==> src/rtl/prefetch_fetch_unit.sv <==
// -----------------------------------------------------------------------------
// prefetch_fetch_unit
//
// Instruction prefetch unit. It issues sequential word fetches to an
// instruction memory over a req/gnt + rvalid protocol. Responses are kept in a
// small prefetch FIFO that the IF/ID stage drains with a valid/ready handshake.
// A branch redirect flushes the FIFO, drops every response still in flight for
// the old stream, and restarts fetching at the branch target.
//
// Build option:
//   FETCH_BYPASS_EN - when defined, an accepted response that arrives while the
//                     FIFO is empty is also presented on the instruction outputs
//                     in the same cycle. If the consumer takes it in that cycle
//                     it is not written into the FIFO.
//                     When undefined, every instruction passes through the FIFO
//                     (one cycle from rvalid to instr_valid_o).
//
// Parameters:
//   WORD_WIDTH      - instruction and address width
//   FIFO_DEPTH      - prefetch FIFO entries (power of two, >= 2)
//   MAX_OUTSTANDING - granted requests allowed without a response (1..FIFO_DEPTH)
//
// Ports:
//   clk, rst            - clock (rising edge), synchronous active-high reset
//   fetch_en_i          - enable fetching
//   pc_start_addr_i     - first fetch address, loaded when leaving IDLE
//   branch_i            - redirect strobe
//   branch_addr_i       - redirect target
//   instr_req_o         - memory request (held until instr_gnt_i)
//   instr_addr_o        - request address (held until instr_gnt_i)
//   instr_gnt_i         - memory accepted the request
//   instr_rvalid_i      - response valid (responses return in request order)
//   instr_rdata_i       - response data
//   instr_valid_o       - an instruction is available
//   instr_rdata_o       - instruction to the IF/ID register
//   instr_pc_o          - PC of instr_rdata_o
//   instr_ready_i       - consumer takes the instruction when valid & ready
//   busy_o              - FSM not IDLE or responses still outstanding
// -----------------------------------------------------------------------------
module prefetch_fetch_unit #(
    parameter int WORD_WIDTH      = 32,
    parameter int FIFO_DEPTH      = 4,
    parameter int MAX_OUTSTANDING = 2
) (
    input  logic                  clk,
    input  logic                  rst,
    input  logic                  fetch_en_i,
    input  logic [WORD_WIDTH-1:0] pc_start_addr_i,
    input  logic                  branch_i,
    input  logic [WORD_WIDTH-1:0] branch_addr_i,
    output logic                  instr_req_o,
    output logic [WORD_WIDTH-1:0] instr_addr_o,
    input  logic                  instr_gnt_i,
    input  logic                  instr_rvalid_i,
    input  logic [WORD_WIDTH-1:0] instr_rdata_i,
    output logic                  instr_valid_o,
    output logic [WORD_WIDTH-1:0] instr_rdata_o,
    output logic [WORD_WIDTH-1:0] instr_pc_o,
    input  logic                  instr_ready_i,
    output logic                  busy_o
);

    localparam int PTR_W = $clog2(FIFO_DEPTH);
    localparam int CNT_W = $clog2(FIFO_DEPTH + 1);
    localparam int PQ_W  = (MAX_OUTSTANDING > 1) ? $clog2(MAX_OUTSTANDING) : 1;

    localparam logic [CNT_W:0]   DEPTH_OCC = (CNT_W + 1)'(FIFO_DEPTH);
    localparam logic [CNT_W-1:0] MAX_OUT   = CNT_W'(MAX_OUTSTANDING);
    localparam logic [PQ_W-1:0]  PQ_LAST   = PQ_W'(MAX_OUTSTANDING - 1);

    typedef enum logic [1:0] {
        ST_IDLE,
        ST_FETCH,
        ST_DRAIN
    } state_e;

    // ------------------------------------------------------------------
    // State
    // ------------------------------------------------------------------
    state_e                  state_q, state_d;
    logic [WORD_WIDTH-1:0]   fetch_addr_q, fetch_addr_d;  // address of the next new request
    logic                    req_q, req_d;
    logic [WORD_WIDTH-1:0]   addr_q, addr_d;
    logic [CNT_W-1:0]        outst_q, outst_d;
    logic [CNT_W-1:0]        discard_q, discard_d;
    logic                    pend_disc_q, pend_disc_d;    // held request belongs to a flushed stream
    logic                    busy_q, busy_d;

    logic [WORD_WIDTH-1:0]   fifo_data_q [FIFO_DEPTH];
    logic [WORD_WIDTH-1:0]   fifo_pc_q   [FIFO_DEPTH];
    logic [PTR_W-1:0]        wr_ptr_q, wr_ptr_d;
    logic [PTR_W-1:0]        rd_ptr_q, rd_ptr_d;
    logic [CNT_W-1:0]        count_q, count_d;

    // PCs of granted requests, in order, waiting for their response
    logic [WORD_WIDTH-1:0]   pcq_q [MAX_OUTSTANDING];
    logic [PQ_W-1:0]         pcq_wr_q, pcq_wr_d;
    logic [PQ_W-1:0]         pcq_rd_q, pcq_rd_d;

    // ------------------------------------------------------------------
    // Handshake decode
    // ------------------------------------------------------------------
    logic                  gnt_fire;
    logic                  hold;
    logic                  rsp_fire;
    logic                  rsp_keep;
    logic [WORD_WIDTH-1:0] rsp_pc;
    logic                  fifo_empty;
    logic                  bypass_act;
    logic                  push_fifo;
    logic                  pop_fifo;
    logic [WORD_WIDTH-1:0] fetch_n;
    logic [CNT_W:0]        occ_d;
    logic                  can_issue;

    assign gnt_fire   = req_q && instr_gnt_i;
    assign hold       = req_q && !instr_gnt_i;
    // A response with nothing outstanding (e.g. one that belonged to a request
    // abandoned by reset) is ignored entirely.
    assign rsp_fire   = instr_rvalid_i && (outst_q != '0);
    // Responses arriving in the branch cycle belong to the old stream.
    assign rsp_keep   = rsp_fire && (discard_q == '0) && !branch_i;
    assign rsp_pc     = pcq_q[pcq_rd_q];
    assign fifo_empty = (count_q == '0);

`ifdef FETCH_BYPASS_EN
    assign bypass_act = fifo_empty && rsp_keep;
`else
    assign bypass_act = 1'b0;
`endif

    // An instruction taken straight off the bypass path never enters the FIFO.
    assign push_fifo  = rsp_keep && !(bypass_act && instr_ready_i);
    // The flush in a branch cycle overrides any pop.
    assign pop_fifo   = !fifo_empty && instr_ready_i && !branch_i;

    // ------------------------------------------------------------------
    // Instruction outputs
    // ------------------------------------------------------------------
    // Data/PC are forced to zero while nothing is valid so that the
    // unreset FIFO storage never leaks onto the outputs.
    assign instr_valid_o = !fifo_empty || bypass_act;

    always_comb begin
        // NOTE: every signal driven in an always_comb gets a default first so
        // no path can leave it unassigned and infer a latch.
        instr_rdata_o = '0;
        instr_pc_o    = '0;
        if (!fifo_empty) begin
            instr_rdata_o = fifo_data_q[rd_ptr_q];
            instr_pc_o    = fifo_pc_q[rd_ptr_q];
        end else if (bypass_act) begin
            instr_rdata_o = instr_rdata_i;
            instr_pc_o    = rsp_pc;
        end
    end

    assign instr_req_o  = req_q;
    assign instr_addr_o = addr_q;
    assign busy_o       = busy_q;

    // ------------------------------------------------------------------
    // FIFO and in-flight PC queue bookkeeping
    // ------------------------------------------------------------------
    always_comb begin
        wr_ptr_d = wr_ptr_q + PTR_W'(push_fifo);
        if (branch_i) begin
            rd_ptr_d = wr_ptr_q;
            count_d  = '0;
        end else begin
            rd_ptr_d = rd_ptr_q + PTR_W'(pop_fifo);
            count_d  = count_q + CNT_W'(push_fifo) - CNT_W'(pop_fifo);
        end

        pcq_wr_d = pcq_wr_q;
        if (gnt_fire) begin
            pcq_wr_d = (pcq_wr_q == PQ_LAST) ? '0 : pcq_wr_q + PQ_W'(1);
        end
        pcq_rd_d = pcq_rd_q;
        if (rsp_fire) begin
            pcq_rd_d = (pcq_rd_q == PQ_LAST) ? '0 : pcq_rd_q + PQ_W'(1);
        end

        outst_d = outst_q + CNT_W'(gnt_fire) - CNT_W'(rsp_fire);
    end

    // ------------------------------------------------------------------
    // Discard accounting
    // ------------------------------------------------------------------
    // On a branch everything outstanding after this cycle belongs to the old
    // stream, which is exactly outst_d. A request still waiting for its grant
    // is remembered and added to the discard count once it is granted.
    always_comb begin
        if (branch_i) begin
            discard_d   = outst_d;
            pend_disc_d = hold;
        end else begin
            discard_d   = discard_q
                        - CNT_W'(rsp_fire && (discard_q != '0))
                        + CNT_W'(gnt_fire && pend_disc_q);
            pend_disc_d = pend_disc_q && !gnt_fire;
        end
    end

    // ------------------------------------------------------------------
    // Control FSM next state and request generation
    // ------------------------------------------------------------------
    always_comb begin
        state_d = state_q;
        fetch_n = fetch_addr_q;
        unique case (state_q)
            ST_IDLE: begin
                if (fetch_en_i) begin
                    state_d = ST_FETCH;
                    fetch_n = pc_start_addr_i;
                end
            end
            ST_FETCH: begin
                // A redirect keeps the unit fetching this cycle; a pending
                // request must be granted before fetching can stop.
                if (!branch_i && !fetch_en_i && !hold) begin
                    state_d = ST_DRAIN;
                end
            end
            ST_DRAIN: begin
                if (outst_q == '0) begin
                    state_d = ST_IDLE;
                end
            end
            default: state_d = ST_IDLE;
        endcase
        if (branch_i) begin
            fetch_n = branch_addr_i;
        end

        // Reserve FIFO space for every in-flight response so a full FIFO can
        // never be overrun.
        occ_d     = {1'b0, outst_d} + {1'b0, count_d};
        can_issue = (state_d == ST_FETCH) && (discard_d == '0) && !pend_disc_d
                 && (occ_d < DEPTH_OCC) && (outst_d < MAX_OUT);

        req_d        = 1'b0;
        addr_d       = addr_q;
        fetch_addr_d = fetch_n;
        if (hold) begin
            req_d = 1'b1;
        end else if (can_issue) begin
            req_d        = 1'b1;
            addr_d       = fetch_n;
            fetch_addr_d = fetch_n + WORD_WIDTH'(4);
        end

        busy_d = (state_d != ST_IDLE) || (outst_d != '0);
    end

    // ------------------------------------------------------------------
    // Control registers
    // ------------------------------------------------------------------
    // NOTE: sequential state is updated with non-blocking assignments so every
    // register samples the values from before the edge.
    always_ff @(posedge clk) begin
        if (rst) begin
            state_q      <= ST_IDLE;
            fetch_addr_q <= '0;
            req_q        <= 1'b0;
            addr_q       <= '0;
            outst_q      <= '0;
            discard_q    <= '0;
            pend_disc_q  <= 1'b0;
            busy_q       <= 1'b0;
            wr_ptr_q     <= '0;
            rd_ptr_q     <= '0;
            count_q      <= '0;
            pcq_wr_q     <= '0;
            pcq_rd_q     <= '0;
        end else begin
            state_q      <= state_d;
            fetch_addr_q <= fetch_addr_d;
            req_q        <= req_d;
            addr_q       <= addr_d;
            outst_q      <= outst_d;
            discard_q    <= discard_d;
            pend_disc_q  <= pend_disc_d;
            busy_q       <= busy_d;
            wr_ptr_q     <= wr_ptr_d;
            rd_ptr_q     <= rd_ptr_d;
            count_q      <= count_d;
            pcq_wr_q     <= pcq_wr_d;
            pcq_rd_q     <= pcq_rd_d;
        end
    end

    // ------------------------------------------------------------------
    // Storage arrays
    // ------------------------------------------------------------------
    // NOTE: the storage arrays have no reset; the pointers and counters are
    // reset, and nothing reads an entry before it has been written.
    always_ff @(posedge clk) begin
        if (push_fifo) begin
            fifo_data_q[wr_ptr_q] <= instr_rdata_i;
            fifo_pc_q[wr_ptr_q]   <= rsp_pc;
        end
        if (gnt_fire) begin
            pcq_q[pcq_wr_q] <= addr_q;
        end
    end

endmodule

==> config.mk <==
export PLATFORM = sky130hd
export DESIGN_NAME = prefetch_fetch_unit
export DESIGN_NICKNAME = d
export VERILOG_FILES = /design/src/rtl/prefetch_fetch_unit.sv
export SDC_FILE = /design/constraint.sdc
export NUM_CORES = 1
export LEC_CHECK = 0
export CAP_MARGIN = 20
export CORE_ASPECT_RATIO = 0.75
export CORE_UTILIZATION = 30
export CTS_CLUSTER_SIZE = 12
export DETAILED_ROUTE_END_ITERATION = 8
export GPL_ROUTABILITY_DRIVEN = 0
export GPL_TIMING_DRIVEN = 0
export PLACE_DENSITY = 0.55
export SKIP_CTS_REPAIR_TIMING = 1
export SLEW_MARGIN = 20
export SYNTH_ARGS = -nofsm -noshare
export SYNTH_HDL_FRONTEND = slang
export SYNTH_SLANG_ARGS = --single-unit
==> constraint.sdc <==
create_clock -name clk -period 13.1 [get_ports clk]
set_input_delay 1.31 -clock clk [delete_from_list [all_inputs] [get_ports clk]]
set_output_delay 1.31 -clock clk [all_outputs]
set_load 0.02 [all_outputs]
==> Word-level counts from Yosys, hierarchy flattened <==
Memories as Yosys holds them, arrays and structs flattened. A register that Yosys moved wholly into a read port is not among the register bits.
Index checks and enable logic that the tools add are counted.
{ "op_classes": {"n_reduce_logical": 34, "n_lt_le_gt_ge": 2, "bitwise": 1, "muxes": 27, "eq_ne": 3, "addsub": 12} }
{ "ops": {"columns": ["op", "count"], "rows": [
  ["$mux W32", 7],
  ["$add A32 B3 Y32 const B", 1],
  ["$logic_and A1 B1 Y1", 16],
  ["$logic_not A3 Y1", 4],
  ["$mux W2", 6],
  ["$mux W1", 11],
  ["$add A3 B1 Y3", 3],
  ["$reduce_bool A3 Y1", 3],
  ["$sub A3 B1 Y3", 3],
  ["$logic_not A1 Y1", 7],
  ["$mux W3", 2],
  ["$pmux W2 S3", 1],
  ["$add A2 B1 Y2", 2],
  ["$add A3 B3 Y4", 1],
  ["$eq A2 B1 Y1 const B", 2],
  ["$lt A4 B3 Y1 const B", 1],
  ["$lt A3 B2 Y1 const B", 1],
  ["$add A1 B1 Y1 const B", 2],
  ["$eq A2 B2 Y1 const B", 1],
  ["$logic_not A2 Y1", 1],
  ["$reduce_and A2 Y1", 1],
  ["$reduce_bool A2 Y1", 1],
  ["$logic_or A1 B1 Y1", 1],
  ["$not A1 Y1", 1]
]} }
{ "totals": {"memories": 3, "ramBits": 320, "register_bits": 84} }
{ "memory_table": {"columns": ["name", "words", "width", "rd", "rd_clocked_by_memory_dff", "wr", "line", "text"], "rows": [
  ["fifo_data_q", 4, 32, 1, 1, 1, "89", "logic [WORD_WIDTH-1:0] fifo_data_q [FIFO_DEPTH];"],
  ["fifo_pc_q", 4, 32, 1, 1, 1, "90", "logic [WORD_WIDTH-1:0] fifo_pc_q [FIFO_DEPTH];"],
  ["pcq_q", 2, 32, 1, 1, 1, "96", "logic [WORD_WIDTH-1:0] pcq_q [MAX_OUTSTANDING];"]
]} }

==> Depth between registers and ports, before layout <==
{ "logic_depth": {"depth_word": 13, "depth_mapped": 24, "ltp_nobuf": 19} }

==> Worst setup path after synthesis <==
OpenSTA, ideal clock, no wires.
{ "synth_path": {"path_kind": "input to register", "start": "in branch_i", "end": "mem fifo_data_q[0][0], enable pin", "t_arrival_ps": 7144, "required_time_ps": 12522, "path_stages": 7, "path_buffers": 4, "slack_ps": 5378, "cell_sequence": "buf_2 -> inv_1 -> buf_2 -> clkbuf_1 -> and3_1 -> clkbuf_1 -> nor3b_1"} }
{ "synth_via": {"elab_chain_cells": 4} }
{ "synth_rtl": {"columns": ["element", "line", "text"], "rows": [
  ["start: declaration", "49", "input logic branch_i,"],
  ["$logic_not A1 Y1", "122", "assign rsp_keep = rsp_fire && (discard_q == '0) && !branch_i;"],
  ["$logic_and A1 B1 Y1", "122", null],
  ["$mux W1", "299", "if (push_fifo) begin"],
  ["$mux W1 (not written as such)", "300", "fifo_data_q[wr_ptr_q] <= instr_rdata_i;"],
  ["end: declaration", "89", null]
]} }
No other way between the ends.

==> Final worst setup path <==
{ "layout_path": {"start": "in branch_i", "end": "reg addr_q[17], in the netlist instr_addr_o[17]"} }
{ "layout_rtl": {"columns": ["element", "line", "text"], "rows": [
  ["$logic_not A1 Y1", "122, 135", null],
  ["$logic_and A1 B1 Y1", "122", null],
  ["$add A3 B1 Y3", "172", "count_d = count_q + CNT_W'(push_fifo) - CNT_W'(pop_fifo);"],
  ["$sub A3 B1 Y3", "172", null],
  ["$mux W3 (*)", "167", "if (branch_i) begin"],
  ["via count_d[1]", "93", "logic [CNT_W-1:0] count_q, count_d;"],
  ["$add A3 B3 Y4 (*)", "238", "occ_d = {1'b0, outst_d} + {1'b0, count_d};"],
  ["$lt A4 B3 Y1 (*)", "240", "&& (occ_d < DEPTH_OCC) && (outst_d < MAX_OUT);"],
  ["$logic_and A1 B1 Y1 (*) (2 in series)", "240", null],
  ["$reduce_and A2 Y1 (no line) (*)", null, null],
  ["end signal: assignment", "280", "addr_q <= addr_d;"],
  ["end: declaration", "83", "logic [WORD_WIDTH-1:0] addr_q, addr_d;"]
]} }
Mark *: on every way through the listed nets, which the timed path passes. The rest lies on a longest branch.
A chain may end at the register's enable or synchronous reset.

==> results by group <==
Pwr
  • PD cells: 157 nW/um^2
  • Peak supply drop: around 0.00009 V
  • Leak Pwr: 6.96 nW

Placed design
  • Pre-CTS setup slack: 5.53 ns
  • Placed cells: ~2000
  • I/O Buffers: 199
  • DP Wirelength: 30.0 mm

Global route
  • Total Routing Usage GR: 15.3%
  • Initial antenna violation count: 1
  • Number of global-route vias before repair: 9988
  • Global-route wire length before repair: between 60 and 70 mm
  • Pin count of the biggest net entering global routing: 37
  • GRT overflow: 0

Timing
  • # setup viols final: 0
  • RSZ-0062 raised after global routing: no
  • Final period utilization: 53.0%
  • Total negative slack: 0 ns
  • Actual slew at the worst max-slew pin: approximately 0.96 ns
  • Hold Violations, Final: 0
  • Clk_skew: around 0.019 ns
  • Setup slack after layout: 6.16 ns
  • Fmax: 144 MHz
  • Final min period: 6.94 ns
  • Max-Slew Margin vs Limit: 35.7%
  • Slew Limit Fails: 0

Synthesis
  • Sequential element share of the synthesized area: 68.4%
  • Syn_nets: 1195
  • Synthesis-stage register bit count: roughly 400
  • Syn avg cell area: 15.3 sq um
  • Netlist cell types: 58
  • Warning count from the yosys run: 0
  • Number of synthesized flops with an enable pin: 320
  • Syn Inst Count: 1080
  • Mapped Area: about 17000 sq um
  • Async S/R FF share, synth: 0%
  • Commonest register cell after synthesis: edfxtp_1

Critical path
  • CP cell instances: buf_2 > buf_2 > buf_2 > buf_2 > buf_2 > buf_2 > clkbuf_1 > nor3_1 > a21o_1 > ha_1 > inv_1 > fa_1 > nor2_1 > ha_1 > a311oi_1 > a21oi_1 > nor4_1 > and2_1 > clkbuf_1 > clkbuf_1 > nand2_1 > a21oi_1
  • Kind of cell adding the most delay to the critical path: buffers and inverters
  • Buf/Inv on CP: 10
  • Worst R2R Start: outst_q[1]$_SDFF_PP0_
  • Setup CP Type: in2reg
  • Slowest-stage cell, CP: clkbuf_1
  • Startpoint Class: input pin
  • Worst r2r dst: instr_addr_o[17]$_SDFFE_PP0P_
  • Slowest Stage Delay on Critical Path: 0.60 ns
  • Worst path most repeated cell: buf_2
  • Crit-path max FO: 10
  • FF-to-FF setup slack: 7.66 ns
  • R2R depth: 21
  • Kind of end point of the critical path: flop
  • WP data required: 13.60 ns
  • Worst Path Arrival: ~7.4 ns

Route
  • DRC Markers: 0
  • Vias after detailed routing: roughly 10000
  • Drt total wl: 42.4 mm
  • Routed len/inst: 20.3 um
  • DRT Pass-1 Iters: 7
  • Final ANT Viol Nets: 0
  • Vias/cell: 4.77
  • Initial drt markers: about 660

CTS
  • Clk root buf: clkbuf_16
  • Reg clk slew, reported paths: 0.06 ns
  • H-tree levels: 2
  • CTS Buf Count: 43
  • CTS Buffer Depth: 3
  • CTS tree: built
  • Clk_lat worst skew: about 0.57 ns
  • Sink Count: 405

Finish
  • Final Core Density: 38.8%
  • Post-Layout Cell Count: 2095
  • ANT cells: 0
  • Synthesis-to-finish area growth: 27.7%
  • Share of layout cells above drive strength 1: 15.4%
  • Nets: 1458

Floorplan
  • Top Ports: 202
  • Die span in x: 273 um
  • Initial core utilization: 30.4%
  • Die area: 56100 sq um
  • Site row count: 74
  • Die Span Y: 205 um
  • Core ar.: 54400 sq um

Min path
  • HP Start: instr_addr_o[30]$_SDFFE_PP0P_
  • Cells on Worst Hold Path: 0
  • Hold Path Class: reg2reg
  • Hold endpoint: pcq_q[1][30]$_DFFE_PP_

Run
  • Number of max-cap violations: 0

Run status
  • Status: completed
metrics by stage:
| step | instance area, sq um | hold WS [ns] | total power, mW |
|---|---|---|---|
| floorplan | 16500 | 0.472 | 1.92 |
| global placement | 19400 | 0.477 | 2.15 |
| detailed placement | 19700 | 0.492 | 2.16 |
| CTS | 21100 | 0.503 | 3.34 |
| global route | 21100 | 0.518 | 3.45 |
| finish | 21100 | 0.500 | 3.30 |
sequential cells by signal, summed over array words and instances, names as in the netlist, 2 cells and up, named ones only:
signal and count:
fifo_pc_q 128, pcq_q 64, rd_ptr_q 2, wr_ptr_q 2, count_q 3, discard_q 3
fetch_addr_q 32, fifo_data_q 128, state_q 2, outst_q 3, instr_addr_o 32
cell families after synthesis:
family          count (synthesis)  share of synthesized area [%]
buf+inv                        85                           2.22
xor+xnor                       21                           1.29
simple gates                  317                           10.2
fa+ha+maj                      12                           1.04
flops                         405                           68.4
mux                           126                           12.8
compound gates                114                           4.07
routing by layer:
metal / global-route usage [%] / up-vias / routed length, um
li1: - / 4614 / -
met4: 4.43 / 2 / 825
met1: 21.3 / 4993 / 19600
met3: 3.62 / 59 / 2810
met2: 23.6 / 319 / 19200
met5: 0 / - / 11
power breakdown:
group	total (mW)	switching, mW	internal (mW)
Sequential	1.53	0.0402	1.49
Clock	1.17	0.493	0.678
Combinational	0.598	0.336	0.262
Total	3.30	0.869	2.43
area by class of cell:
| cell class | count | area, sq um |
|---|---|---|
| clock buffers | 65 | 1250 |
| inverters | 20 | 75.1 |
| plain buffers | 65 | 293 |
| clock inverters | 10 | 92.6 |
| multi-input cells | 590 | 4890 |
| flip-flops and latches | 405 | 11300 |
| well taps | 722 | 903 |
| repair buffers | 218 | 2280 |
| fillers | 5128 | 33300 |
synth_stat cells, types with 9 or more instances:
master,count,area share (%)
edfxtp_1,320,58
dfxtp_1,85,10
nand2_1,77,1.7
nor2_1,70,1.6
and2_1,68,2.6
mux4_2,64,8.7
a21oi_1,63,1.9
clkbuf_1,38,0.86
mux2_2,37,2.5
mux2i_1,23,1.4
inv_1,20,0.45
o21ai_0,17,0.51
nor3_1,16,0.48
nand3_1,12,0.36
buf_2,11,0.33
xor2_1,11,0.58
buf_1,10,0.23
nand4_1,10,0.38
nor2b_1,10,0.38
a211oi_1,9,0.41
and3_1,9,0.34
ha_1,9,0.68
or3_1,9,0.34
layout by cell type (no fill, tap or decap), types with 11 or more instances in the layout:
| cell | n |
|---|---|
| buf_2 | 12 |
| dfxtp_1 | 85 |
| xor2_1 | 11 |
| inv_1 | 20 |
| edfxtp_1 | 320 |
| nand2_1 | 77 |
| o21ai_0 | 17 |
| a21oi_1 | 63 |
| and2_1 | 68 |
| mux2_2 | 37 |
| nand3_1 | 12 |
| mux2i_1 | 23 |
| clkbuf_16 | 45 |
| clkbuf_1 | 53 |
| nor2_1 | 67 |
| mux4_2 | 64 |
| clkdlybuf4s50_1 | 199 |
| nor3_1 | 16 |
how the worst max path moves through the flow:
stage                        start                            end  slack, ns  cells past startpoint
after floorplan           branch_i    fifo_data_q[0][0]$_DFFE_PP_       5.38                      7
after global placement    branch_i   fifo_data_q[0][15]$_DFFE_PP_       0.37                      7
after detailed placement  branch_i    fetch_addr_q[23]$_SDFF_PP0_       5.53                     21
after CTS                 branch_i    fetch_addr_q[23]$_SDFF_PP0_       6.11                     21
after global routing      branch_i  instr_addr_o[18]$_SDFFE_PP0P_       5.81                     22
final                     branch_i  instr_addr_o[17]$_SDFFE_PP0P_       6.16                     22
Note: power is estimated with default switching activity, not from simulation.
